==> config.mk <==
export PLATFORM = sky130hd
export DESIGN_NAME = handshake_arbiter
export DESIGN_NICKNAME = d
export VERILOG_FILES = /design/src/rtl/handshake_arbiter_pkg.sv /design/src/rtl/handshake_arbiter_rr_pick2.sv /design/src/rtl/handshake_arbiter.sv
export SDC_FILE = /design/constraint.sdc
export NUM_CORES = 1
export LEC_CHECK = 0
export CORE_UTILIZATION = 43
export CTS_BUF_LIST = sky130_fd_sc_hd__clkbuf_4 sky130_fd_sc_hd__clkbuf_8
export DETAILED_ROUTE_END_ITERATION = 8
export PLACE_DENSITY = 0.79
export SLEW_MARGIN = 5
export SYNTH_ARGS = -nofsm -noshare
export SYNTH_HDL_FRONTEND = slang
export SYNTH_HIERARCHICAL = 1
export SYNTH_SLANG_ARGS = --single-unit
==> constraint.sdc <==
create_clock -name clock -period 2 [get_ports clock]
set_clock_uncertainty 0.15 [all_clocks]
set_input_delay 0.4 -clock clock [delete_from_list [all_inputs] [get_ports clock]]
set_output_delay 0.4 -clock clock [all_outputs]
set_load 0.005 [all_outputs]
==> src/rtl/handshake_arbiter_pkg.sv <==
// Shared types and constants for the two-port round-robin handshake arbiter.
package handshake_arbiter_pkg;

  typedef enum logic [1:0] {
    ST_IDLE = 2'd0,
    ST_REQ  = 2'd1,
    ST_HOLD = 2'd2
  } state_e;

  localparam int PORT0 = 0;
  localparam int PORT1 = 1;

  localparam int DEF_DATA_WIDTH = 4;

endpackage

==> src/rtl/handshake_arbiter_rr_pick2.sv <==
// Combinational two-way round-robin select; one-hot grant from the request pair.
module rr_pick2 (
  input  logic [1:0] req,
  input  logic       last_served,
  output logic [1:0] gnt
);

  // On contention the port that was not served last wins.
  always_comb begin
    gnt = req;
    if (req == 2'b11) gnt = last_served ? 2'b01 : 2'b10;
  end

endmodule

==> src/rtl/handshake_arbiter.sv <==
// Two-port round-robin arbiter in front of one request/confirm target, four-phase release.
// Optional REQ watchdog compiled in with `define HANDSHAKE_ARB_TIMEOUT_EN.
module handshake_arbiter
  import handshake_arbiter_pkg::*;
#(
  parameter int DATA_WIDTH     = DEF_DATA_WIDTH,
  parameter int TIMEOUT_CYCLES = 8
) (
  input  logic                  clock,
  input  logic                  reset_n,
  input  logic                  request_0,
  input  logic                  request_1,
  input  logic [DATA_WIDTH-1:0] data_in_0,
  input  logic [DATA_WIDTH-1:0] data_in_1,
  output logic [1:0]            grant,
  output logic                  done_0,
  output logic                  done_1,
  output logic                  bus_request,
  output logic [DATA_WIDTH-1:0] bus_data,
  input  logic                  confirm,
  output logic                  timeout
);

  if (TIMEOUT_CYCLES < 1) begin : g_bad_cfg
    $error("TIMEOUT_CYCLES must be at least 1");
  end

  state_e                state_q, state_d;
  logic [1:0]            grant_q, grant_d;
  logic [1:0]            done_q, done_d;
  logic                  breq_q, breq_d;
  logic [DATA_WIDTH-1:0] bdata_q, bdata_d;
  logic                  timeout_q, timeout_d;
  logic                  last_q, last_d;
  logic [1:0]            pick;
  logic                  owner, owner_req;

`ifdef HANDSHAKE_ARB_TIMEOUT_EN
  localparam int CNT_W = $clog2(TIMEOUT_CYCLES + 1);
  logic [CNT_W-1:0] cnt_q, cnt_d;
`endif

  rr_pick2 u_pick (
    .req         ({request_1, request_0}),
    .last_served (last_q),
    .gnt         (pick)
  );

  assign owner     = grant_q[PORT1];
  assign owner_req = owner ? request_1 : request_0;

  always_comb begin
    state_d   = state_q;
    grant_d   = grant_q;
    done_d    = 2'b00;
    breq_d    = breq_q;
    bdata_d   = bdata_q;
    timeout_d = 1'b0;
    last_d    = last_q;
`ifdef HANDSHAKE_ARB_TIMEOUT_EN
    cnt_d     = cnt_q;
`endif
    case (state_q)
      ST_IDLE: begin
        if (pick != 2'b00) begin
          grant_d = pick;
          bdata_d = pick[PORT1] ? data_in_1 : data_in_0;
          breq_d  = 1'b1;
          state_d = ST_REQ;
`ifdef HANDSHAKE_ARB_TIMEOUT_EN
          cnt_d   = '0;
`endif
        end
      end
      ST_REQ: begin
        // Confirm outranks both withdraw and timeout.
        if (confirm) begin
          done_d  = grant_q;
          last_d  = owner;
          breq_d  = 1'b0;
          state_d = ST_HOLD;
        end else if (!owner_req) begin
          grant_d = 2'b00;
          breq_d  = 1'b0;
          state_d = ST_IDLE;
        end else begin
`ifdef HANDSHAKE_ARB_TIMEOUT_EN
          cnt_d = cnt_q + 1'b1;
          if (cnt_q == CNT_W'(TIMEOUT_CYCLES - 1)) begin
            timeout_d = 1'b1;
            last_d    = owner;
            breq_d    = 1'b0;
            state_d   = ST_HOLD;
          end
`endif
        end
      end
      ST_HOLD: begin
        if (!owner_req && !confirm) begin
          grant_d = 2'b00;
          state_d = ST_IDLE;
        end
      end
      default: begin
        grant_d = 2'b00;
        breq_d  = 1'b0;
        state_d = ST_IDLE;
      end
    endcase
  end

  always_ff @(posedge clock or negedge reset_n) begin
    if (!reset_n) begin
      state_q   <= ST_IDLE;
      grant_q   <= 2'b00;
      done_q    <= 2'b00;
      breq_q    <= 1'b0;
      bdata_q   <= '0;
      timeout_q <= 1'b0;
      last_q    <= 1'b1;
    end else begin
      state_q   <= state_d;
      grant_q   <= grant_d;
      done_q    <= done_d;
      breq_q    <= breq_d;
      bdata_q   <= bdata_d;
      timeout_q <= timeout_d;
      last_q    <= last_d;
    end
  end

`ifdef HANDSHAKE_ARB_TIMEOUT_EN
  always_ff @(posedge clock or negedge reset_n) begin
    if (!reset_n) cnt_q <= '0;
    else          cnt_q <= cnt_d;
  end
  assign timeout = timeout_q;
`else
  assign timeout = 1'b0;
`endif

  assign grant       = grant_q;
  assign done_0      = done_q[PORT0];
  assign done_1      = done_q[PORT1];
  assign bus_request = breq_q;
  assign bus_data    = bdata_q;

endmodule
# [After elaboration in Yosys (flattened, before gate mapping)]
# Index checks and enable logic that the tools add are counted.
[word_totals] reg_bits=12 in_bits=13 output_inout_bits=10
[classes] bitwise_logic=1 n_reduce_logical=10 n_mux=18 eq_ne=8
[op_table] operator="$mux W2" count=10
[op_table] operator="$pmux W2 S3" count=2
[op_table] operator="$ne A2 B2 Y1 const B" count=4
[op_table] operator="$reduce_and A3 Y1" count=2
[op_table] operator="$eq A2 B2 Y1 const B" count=2
[op_table] operator="$mux W1" count=4
[op_table] operator="$mux W4" count=1
[op_table] operator="$reduce_and A2 Y1" count=2
[op_table] operator="$reduce_and A4 Y1" count=1
[op_table] operator="$ne A3 B3 Y1 const B" count=1
[op_table] operator="$pmux W1 S3" count=1
[op_table] operator="$eq A2 B1 Y1 const B" count=1
[op_table] operator="$logic_not A1 Y1" count=2
[op_table] operator="$logic_not A2 Y1" count=1
[op_table] operator="$reduce_bool A2 Y1" count=1
[op_table] operator="$logic_and A1 B1 Y1" count=1
[op_table] operator="$not A1 Y1" count=1

# [Logic depth before layout (Yosys ltp)]
[depth] word_depth=5 ltp_mapped=5

# [Hierarchy]
# The synthesis kept the hierarchy.
[modules_own_cells] module="handshake_arbiter" cells_each=47 area_each_um2=565.5 instances=1
[modules_own_cells] module="rr_pick2" cells_each=3 area_each_um2=18.8 instances=1

# [Worst setup path after synthesis]
# Ideal clock, no wire load.
[synth_path] path_type="input port to flip-flop" from="input request_1" to="register bdata_q[0], in the netlist bus_data[0]" cell_stages=4 arrival_time_ps=1404 n_path_buf=1 required_ps=1725 setup_time_ps=125 setup_slack_ps=321 path_cell_list="a21boi_0 clkbuf_1 mux2_2 mux2_2"
[synth_via] elab_chain_len=4 word_cells_on_any_way=5 cone_classes="1 x eq/ne; 2 x mux; 2 x reduce/logical"
[synth_rtl] element="start: declaration" line="handshake_arbiter.sv:12" source="input logic request_1,"
[synth_rtl] element="$eq A2 B2 Y1" line="handshake_arbiter_rr_pick2.sv:11" source="if (req == 2'b11) gnt = last_served ? 2'b01 : 2'b10;"
[synth_rtl] element="$mux W2 *" line="handshake_arbiter_rr_pick2.sv:11"
[synth_rtl] element="$reduce_bool A2 Y1" line="handshake_arbiter.sv:65" source="if (pick != 2'b00) begin"
[synth_rtl] element="$reduce_and A2 Y1 (no source line)"
[synth_rtl] element="end signal: assignment" line="handshake_arbiter.sv:126" source="bdata_q <= bdata_d;"
[synth_rtl] element="end: declaration" line="handshake_arbiter.sv:32" source="logic [DATA_WIDTH-1:0] bdata_q, bdata_d;"
# Every way passes the cells marked *; elsewhere a longest branch is shown, timed or not.
# A chain may end at the register's enable or synchronous reset.

# [Final worst setup path]
[layout_path] from="input request_1" to="register bdata_q[3], in the netlist bus_data[3]"
[layout_via] elab_chain_len=4 word_cells_on_any_way=5 cone_classes="1 x eq/ne; 2 x mux; 2 x reduce/logical"
[layout_rtl] element="$eq A2 B2 Y1" line="handshake_arbiter_rr_pick2.sv:11"
[layout_rtl] element="$mux W2 *" line="handshake_arbiter_rr_pick2.sv:11"
[layout_rtl] element="via pick[1]" line="handshake_arbiter.sv:35" source="logic [1:0] pick;"
[layout_rtl] element="$reduce_bool A2 Y1" line="handshake_arbiter.sv:65"
[layout_rtl] element="$reduce_and A2 Y1 (no source line)"
# The timed path passes the listed nets; every way through them passes the cells marked *.

==> results.toml <==
[clock_network]
post_cts_resized = 0
cts_tree = "yes"
clock_path_buffers = 2
clkSinkCount = 12
clock-root-buffer = "clkbuf_4"
cts_setup_buffers = 0
cts_made_buffers = 3
clkTransAtPathRegs_ps = 70
clock_latency_ps = 260
cts_hold_buf = 0
cts_max_level = 1

[logic_synthesis]
syn_inst = 50
synthSimpleGateAreaFrac_pct = 10.3
synthesis.nets = 63
synth_fa_ha_area_share_pct = 0
muxShareOfSynthArea_pct = 17.1
synth_xor_area_share_pct = 1.50
synth_top_family_by_area = "multiplexers"
synth_common_cells = "11 x dfrtp_1, 8 x mux2_2, 4 x inv_1"
synth-edff-count = 0
ys_ff_latch = 12
synth_top_area_share_pct = 47.1
synth-compound-area-share_pct = 14.3
synth_seq_area_share_pct = 51.6
yosys.cell_types.count = 24
async_flop_share_pct = 100
syn_area_um2 = 584
syn_avg_cell_area_um2 = 11.7
ys.flop_type = "dfrtp_1"
yosysWarnings = 6
yosysMostFrequentCell = "dfrtp_1"
ys_top_cells_by_area = "dfrtp_1 47%, mux2_2 15%, dfstp_2 4.5%, a21bo_2 3.4%, and3_2 2.6%"
synth_top_area_cell = "dfrtp_1"

[timing]
setup_viol = 0
finalCriticalPeriod_ps = 1860
max_freq_mhz = 537
period_share_pct = 93.1
max-slew-margin-rel_pct = 66.1
rsz0062_at_grt = "false"
slew_viol_final = 0
hold_slack_ps = 320
timing.final.hold_violations = 0
worst_pin_slew_ps = 507

[final_layout]
final_cells = 89
drive_gt1_share_pct = 29.3
multi_input_area_um2 = 256
fill_cells = 103
syn2layout_area_growth_pct = 44.8
final_area_um2 = 846
final-seq-area_um2 = 302
nets = 89
antenna_cells = 0

[drt]
ant_nets = 0
wl_per_cell_um = 12.6
drt-pass1-iter-count = 2
drc_errors = 0
wirelength_um = 1120
vias = 439
vias_per_cell = 4.93
drtIter0Drc = 4

[pwr]
p_per_area_nw_per_um2 = 1310
power.internal_mw = 0.781
peakVddDrop_mv = 0.727
power_switching_mw = 0.328
p_leak_nw = 0.387
clkPwrFrac_pct = 15.0
switching_share_pct = 29.6
power_frac_seq_pct = 39.4
comb_power_share_pct = 45.6

[critical_path]
cp.required_ps = 2000
path_class = "input port to flop"
crit_arrival_ps = 1870
path_cells = "clkdlybuf4s50_1 -> a21boi_0 -> buf_4 -> mux2_2 -> mux2_2"
r2r-end = "bus_data[3]"
critPathCaptureType = "flop"
crit_path_start_kind = "input port"
crit_fanout = 7
r2r_slack_ps = 340
slowest_delay_ps = 500
cp_slowest_cell = "clkdlybuf4s50_1"
r2r-start = "last_q"
path_common_cell = "mux2_2"
r2r_cells = 4

[die]
die_w_um = 38.9
initial_core_util_pct = 49.3
io_pins = 23
dieArea_um2 = 1510
core_area_um2 = 1190
rows = 12
die_h_um = 38.9

[hold_path]
hold_class = "input port to asynchronous set/reset pin"

[placement]
port_buffers = 21
place.gp.congestion = 0.751
place_inst = 85
postPlaceCellArea_um2 = 816

[status]
outcome = "completed"

[global_route]
grt_pass1_wl_um = 1860
grt_pass1_vias = 450
antenna_found_initial = 0
grt.total_usage_pct = 18.3
grt_max_degree = 13
grt_remaining_overflow = 0

[run]
cap_violations = 0
## critical path: cells and delay by family
kind	cells	cell delay, ps
buffers and inverters	2	680
multiplexers	2	600
AO/OA/AOI/OAI	1	190
## per-stage QoR
stage | power, mW | setup TNS (ps) | worst slack, ps | utilization [%]
after global placement | 0.935 | -409 | -113 | 68.8
after global routing | 1.19 | 0 | 89.3 | 71.3
final | 1.11 | 0 | 138 | 71.3
after CTS | 1.12 | 0 | 148 | 71.3
after detailed placement | 0.952 | -479 | -126 | 68.8
after floorplan | 0.700 | 0 | 321 | -
## cell usage in the layout, fill, tap and decap left out, types with 2 or more instances in the layout
master,count
buf_4,2
clkdlybuf4s50_1,21
dfrtp_1,11
o21ai_0,2
a21bo_2,2
inv_1,4
nor2b_1,2
clkbuf_4,4
nand2_1,3
and3_2,2
mux2_2,8
## registers in the layout (all words and copies together), names as in the netlist
signal / count
state_q: 2
bus_data: 4
bus_request: 1
last_q: 1
grant: 2
done_q: 2
## logic make-up after synthesis
group           after synthesis
mux                           9
simple gates                 10
flops                        12
compound gates               11
buf+inv                       6
other cells                   1
xor+xnor                      1
## worst max path at each step
| stage | startpoint | end | cells after the start |
|---|---|---|---|
| 5_1_grt | request_1 | bus_data[3] | 5 |
| 3_3_place_gp | request_1 | bus_data[3] | 5 |
| 4_1_cts | request_1 | bus_data[3] | 5 |
| 3_5_place_dp | request_1 | bus_data[3] | 5 |
| 6_report | request_1 | bus_data[3] | 5 |
| 2_1_floorplan | request_1 | bus_data[0] | 4 |
## area by class of cell
class / instances / share of cell area [%]
multi-input cells: 32 / 30.3
repair buffers: 23 / 26.6
well taps: 14 / 2.07
inverters: 4 / 1.78
clock buffers: 4 / 3.55
flip-flops and latches: 12 / 35.7
## layer usage
metal	share of wire [%]	track usage [%]	vias to the layer above
met2	52	34.6	17
met1	42	20.3	201
met3	5.3	3.47	0
met4	0	5.17	0
li1	-	-	221
met5	0	0	-
## power by group through the flow
stage	clock network, mW	logic (mW)	registers (mW)
2_1_floorplan	0	0.268	0.432
3_3_place_gp	0	0.499	0.436
3_5_place_dp	0	0.511	0.441
4_1_cts	0.171	0.513	0.437
5_1_grt	0.183	0.559	0.452
6_report	0.166	0.505	0.437
(Power assumes the default switching activity.)
==> variant 1, RTL diff (config.mk and constraints unchanged) <==
The package constant `DEF_DATA_WIDTH` goes from 4 to 5.
--- a/src/rtl/handshake_arbiter_pkg.sv
+++ b/src/rtl/handshake_arbiter_pkg.sv
@@ -10,7 +10,7 @@
   localparam int PORT0 = 0;
   localparam int PORT1 = 1;
 
-  localparam int DEF_DATA_WIDTH = 4;
+  localparam int DEF_DATA_WIDTH = 5;
 
 endpackage
 
Interface: changed (resized bus_data, data_in_0 and data_in_1); port bits go from 23 to 26. No check against the original RTL was run, so the function may have changed too.
==> variant 1 against the unedited design <==
Worst setup slack improved by 0.034 ns; sequential cell count rose by 1; non-clock buffer count rose by 10; global-route usage fell by 1.7 points; wire length rose by 16%; power rose by 18%; design area rose by 22%; register-to-register slack got worse by 0.03 ns; maximum frequency rose by 1.9%; utilization fell by 3.0 points; area after synthesis rose by 20%; critical endpoint is now bus_data[4]; largest cell class is now multi-input combinational cells; largest power group unchanged.
==> variant 1: results <==
metrics = {
    "worst_setup_path": {
        "timing.rr.end": "bus_data[4]",
        "max_stage_delay_ns": 0.48,
        "worstReg2RegStart": "last_q",
        "r2r_cells": 5,
        "reg2reg_slack_ns": 0.31,
        "cp_max_fo": 8,
        "worstPathArrival_ns": 1.83,
        "critPathSlowestCell": "clkdlybuf4s50_1",
    },
    "place": {
        "hpwl_um": 974,
        "gp_congestion": 0.785,
        "port_buffers": 24,
        "place_ws_ns": -0.116,
    },
    "clock_tree": {
        "clockBufferDepth": 2,
        "clkLatencyLatePin_ns": 0.27,
        "path_clk_slew_ns": 0.08,
        "post_cts_buffers": 0,
        "cts-root-buf": "clkbuf_4",
        "cts_inserted_buffers": 3,
        "htreeDepth": 1,
        "ctsResizeCount": 0,
    },
    "grt": {
        "grt_pass1_wl_um": 2240,
        "grt_max_degree": 14,
        "gr-usage-all-layers_pct": 16.6,
        "grt_pass1_vias": 508,
        "antenna_found_initial": 0,
    },
    "drt": {
        "vias": 541,
        "wl_per_cell_um": 12.2,
        "drt_iter0_markers": 12,
        "drt_pass1_iterations": 4,
    },
    "yosys": {
        "synth_cell_types": 33,
        "syn-num-nets": 73,
        "yosys_warnings": 6,
        "synthArstFlopShare_pct": 100,
        "post_synth_most_frequent_cells": "dfrtp_1 (12), mux2_2 (5), mux2_4 (5), and2_1 (3)",
        "ys_seq_area_share_pct": 46.6,
        "synthTopCellsByArea": "dfrtp_1 (43%), mux2_4 (11%), mux2_2 (8.0%)",
    },
    "sta": {
        "finalHoldViolCount": 0,
        "tightest_slew_ns": 0.578,
        "drv_slew": 0,
        "holdWs_ns": 0.338,
        "min_period_ns": 1.83,
    },
    "pwr": {
        "p_leak_nw": 0.467,
        "vdd_ir_drop_max_uv": 663,
    },
    "cells_and_area": {
        "largest_register_ffs": 5,
        "fillCellCount": 117,
        "fin_nets": 107,
        "n_antenna_cell": 0,
        "drive_gt1_share_pct": 30.8,
    },
    "min_path": {
        "hold_class": "primary input to async pin",
    },
    "outcome": {
        "status": "finished, final reports clean",
    },
}
==> variant 1: worst max-delay path: cells and delay by family <==
family / cells / cell delay (ns)
compound gates: 1 / 0.18
buf+inv: 2 / 0.67
mux: 2 / 0.59
==> variant 1: how the worst max path moves through the flow <==
stage | start | end | depth (start not counted)
2_1_floorplan | last_q | bus_data[0] | 5
3_3_place_gp | request_1 | bus_data[2] | 5
3_5_place_dp | request_1 | bus_data[3] | 5
4_1_cts | request_1 | bus_data[4] | 5
5_1_grt | request_1 | bus_data[0] | 5
6_report | request_1 | bus_data[4] | 5
==> variant 1: routing by layer <==
metal  part of all wire (%)  GRT usage [%]  up-vias
met4                    2.0           7.50        0
met3                    7.9           4.74        6
met2                     42           22.8       24
met1                     48           24.1      239
li1                       -              -      272
met5                      0              0        -
==> variant 1: stage by stage <==
stage	instance area [um2]	setup TNS, ns	std cells
3_5_place_dp	1000	-0.617	103
6_report	1030	0	107
4_1_cts	1030	0	107
2_1_floorplan	701	0	58
3_3_place_gp	1000	-0.479	103
5_1_grt	1030	0	107
==> variant 1: power breakdown <==
group          switching, mW  internal (mW)  leakage [nW]
Clock                 0.0843         0.0908        0.0184
Combinational          0.201          0.443         0.291
Sequential             0.105          0.387         0.158
Total                  0.391          0.921         0.467
==> variant 1: final cells by class <==
type | instances | area (um2) | share of cell area [%]
multi-input combinational | 38 | 334 | 32.4
clock buffer | 4 | 30.0 | 2.92
timing repair buffer | 33 | 308 | 29.9
tap | 16 | 20.0 | 1.94
inverter | 3 | 11.3 | 1.09
sequential | 13 | 327 | 31.7
==> variant 1: cell families (layout without fill, tap and decap cells) <==
group	Yosys count	count (layout)	synth area share (%)
buf+inv	7	40	5.71
compound gates	12	12	13.4
simple gates	13	13	11.4
other cells	1	1	0.535
flops	13	13	46.6
mux	12	12	22.3
==> variant 2, RTL diff (same settings) <==
Without the edit above. Register the input `confirm` before use. The logic sees it one clock later. The other inputs are not delayed to match.
--- a/src/rtl/handshake_arbiter.sv
+++ b/src/rtl/handshake_arbiter.sv
@@ -20,6 +20,12 @@
   input  logic                  confirm,
   output logic                  timeout
 );
+
+  logic confirm_q;
+
+  always_ff @(posedge clock) begin
+    confirm_q <= confirm;
+  end
 
   if (TIMEOUT_CYCLES < 1) begin : g_bad_cfg
     $error("TIMEOUT_CYCLES must be at least 1");
@@ -74,7 +80,7 @@
       end
       ST_REQ: begin
         // Confirm outranks both withdraw and timeout.
-        if (confirm) begin
+        if (confirm_q) begin
           done_d  = grant_q;
           last_d  = owner;
           breq_d  = 1'b0;
@@ -96,7 +102,7 @@
         end
       end
       ST_HOLD: begin
-        if (!owner_req && !confirm) begin
+        if (!owner_req && !confirm_q) begin
           grant_d = 2'b00;
           state_d = ST_IDLE;
         end
Formal check against the unedited RTL: not equivalent (a bounded check fails within 4 cycles, from zero or initial values and one cycle with reset_n low).
==> variant 2 against the unedited design <==
Design area up 5.6%; power down 0.25%; worst setup slack worse by 0.0012 ns; area after synthesis up 7.1%; sequential cell count up 1; die area up 6.7%; wire length up 7.2%; sequential power up 5.9%; first-iteration DRC count down 25%; global-route usage up 0.34 points; utilization down 4.3 points; critical path depth unchanged; largest cell class unchanged; largest power group unchanged; highest routed layer is now met4.
==> variant 2: results <==
metrics = {
    "outcome": {
        "status": "finished, final reports clean",
    },
    "drt": {
        "drt_pass1_iterations": 4,
        "wl_met1_um": 554,
        "dr_wl_met3_um": 81,
        "vias": 492,
        "routed_wl_um": 1200,
        "route.met2.wl_um": 560,
        "drt_iter0_markers": 3,
    },
    "yosys": {
        "synthArstFlopShare_pct": 92.3,
        "syn-num-nets": 68,
        "ys_seq_area_share_pct": 51.4,
        "post_synth_most_frequent_cells": "dfrtp_1 (11), mux2_2 (8), nand2_1 (4), and3_1 (3), inv_1 (3)",
        "synth_cell_types": 27,
        "synthTopCellsByArea": "dfrtp_1 (44%), mux2_2 (14%), dfstp_2 (4.2%)",
    },
    "sta": {
        "tightest_slew_ns": 0.541,
    },
    "pwr": {
        "vdd_ir_drop_max_uv": 695,
        "p_leak_nw": 0.412,
        "pwr-share-comb_pct": 43.7,
        "design_power_total_mw": 1.11,
        "clockPowerShare_pct": 14.4,
    },
    "grt": {
        "met3_usage_pct": 5.00,
        "met1_usage_pct": 24.5,
        "gr-usage-all-layers_pct": 18.6,
        "grt_pass1_wl_um": 1950,
        "met2_usage_pct": 27.4,
        "antenna_found_initial": 0,
    },
    "cells_and_area": {
        "fillCellCount": 118,
        "drive_gt1_share_pct": 22.2,
        "fin_nets": 95,
    },
    "place": {
        "gp_congestion": 0.703,
    },
    "clock_tree": {
        "cts_inserted_buffers": 3,
    },
}
-- variant 2: changes by cell type after synthesis, moves of 2 or more --
cell / delta
a22o_1: +2
and3_1: +3
a21bo_2: -2
nand3b_1: +2
nand2b_1: +2
and3_2: -2
-- variant 2: kinds of logic after synthesis --
family | after synthesis | share of synthesized area, %
multiplexers | 9 | 16.0
AND/OR/NAND/NOR | 18 | 17.2
other | 1 | 0.599
flip-flops | 13 | 51.4
buffers and inverters | 5 | 3.60
AO/OA/AOI/OAI | 9 | 11.2
-- variant 2: worst paths after layout --
kind	startpoint	endpoint	slack [ns]	depth (start not counted)
max	request_1	bus_data[2]	0.14	5
min	reset_n	done_q[1]	0.33	1
max reg2reg	last_q	bus_data[3]	0.32	4
min reg2reg	bus_data[1]	bus_data[1]	0.37	1
max in group asynchronous	reset_n	last_q	1.01	1
min in group clock	bus_data[1]	bus_data[1]	0.37	1
-- variant 2: metrics by stage --
step                      TNS, ns  instances  hold WS, ns  util [%]  setup WS [ns]
after floorplan                 0         55      -0.0456         -          0.315
after global placement     -0.350         92        0.339      64.9        -0.0905
after detailed placement   -0.491         92        0.346      64.9         -0.128
after CTS                       0         96        0.331      67.0          0.162
after global routing            0         96        0.351      67.0         0.0710
final                           0         96        0.326      67.0          0.137
-- variant 2: layout make-up --
cell class / instances / area (um2) / area share, %
sequential: 13 / 322 / 36.0
inverter: 3 / 11.3 / 1.26
clock buffer: 3 / 22.5 / 2.52
timing repair buffer: 24 / 233 / 26.1
tap: 15 / 18.8 / 2.10
multi-input combinational: 37 / 282 / 31.5
clock inverter: 1 / 5.00 / 0.560
-- variant 2: worst max-delay path, delay by kind of cell --
family	cells	cell delay [ns]
mux	2	0.59
compound gates	1	0.21
buf+inv	2	0.68
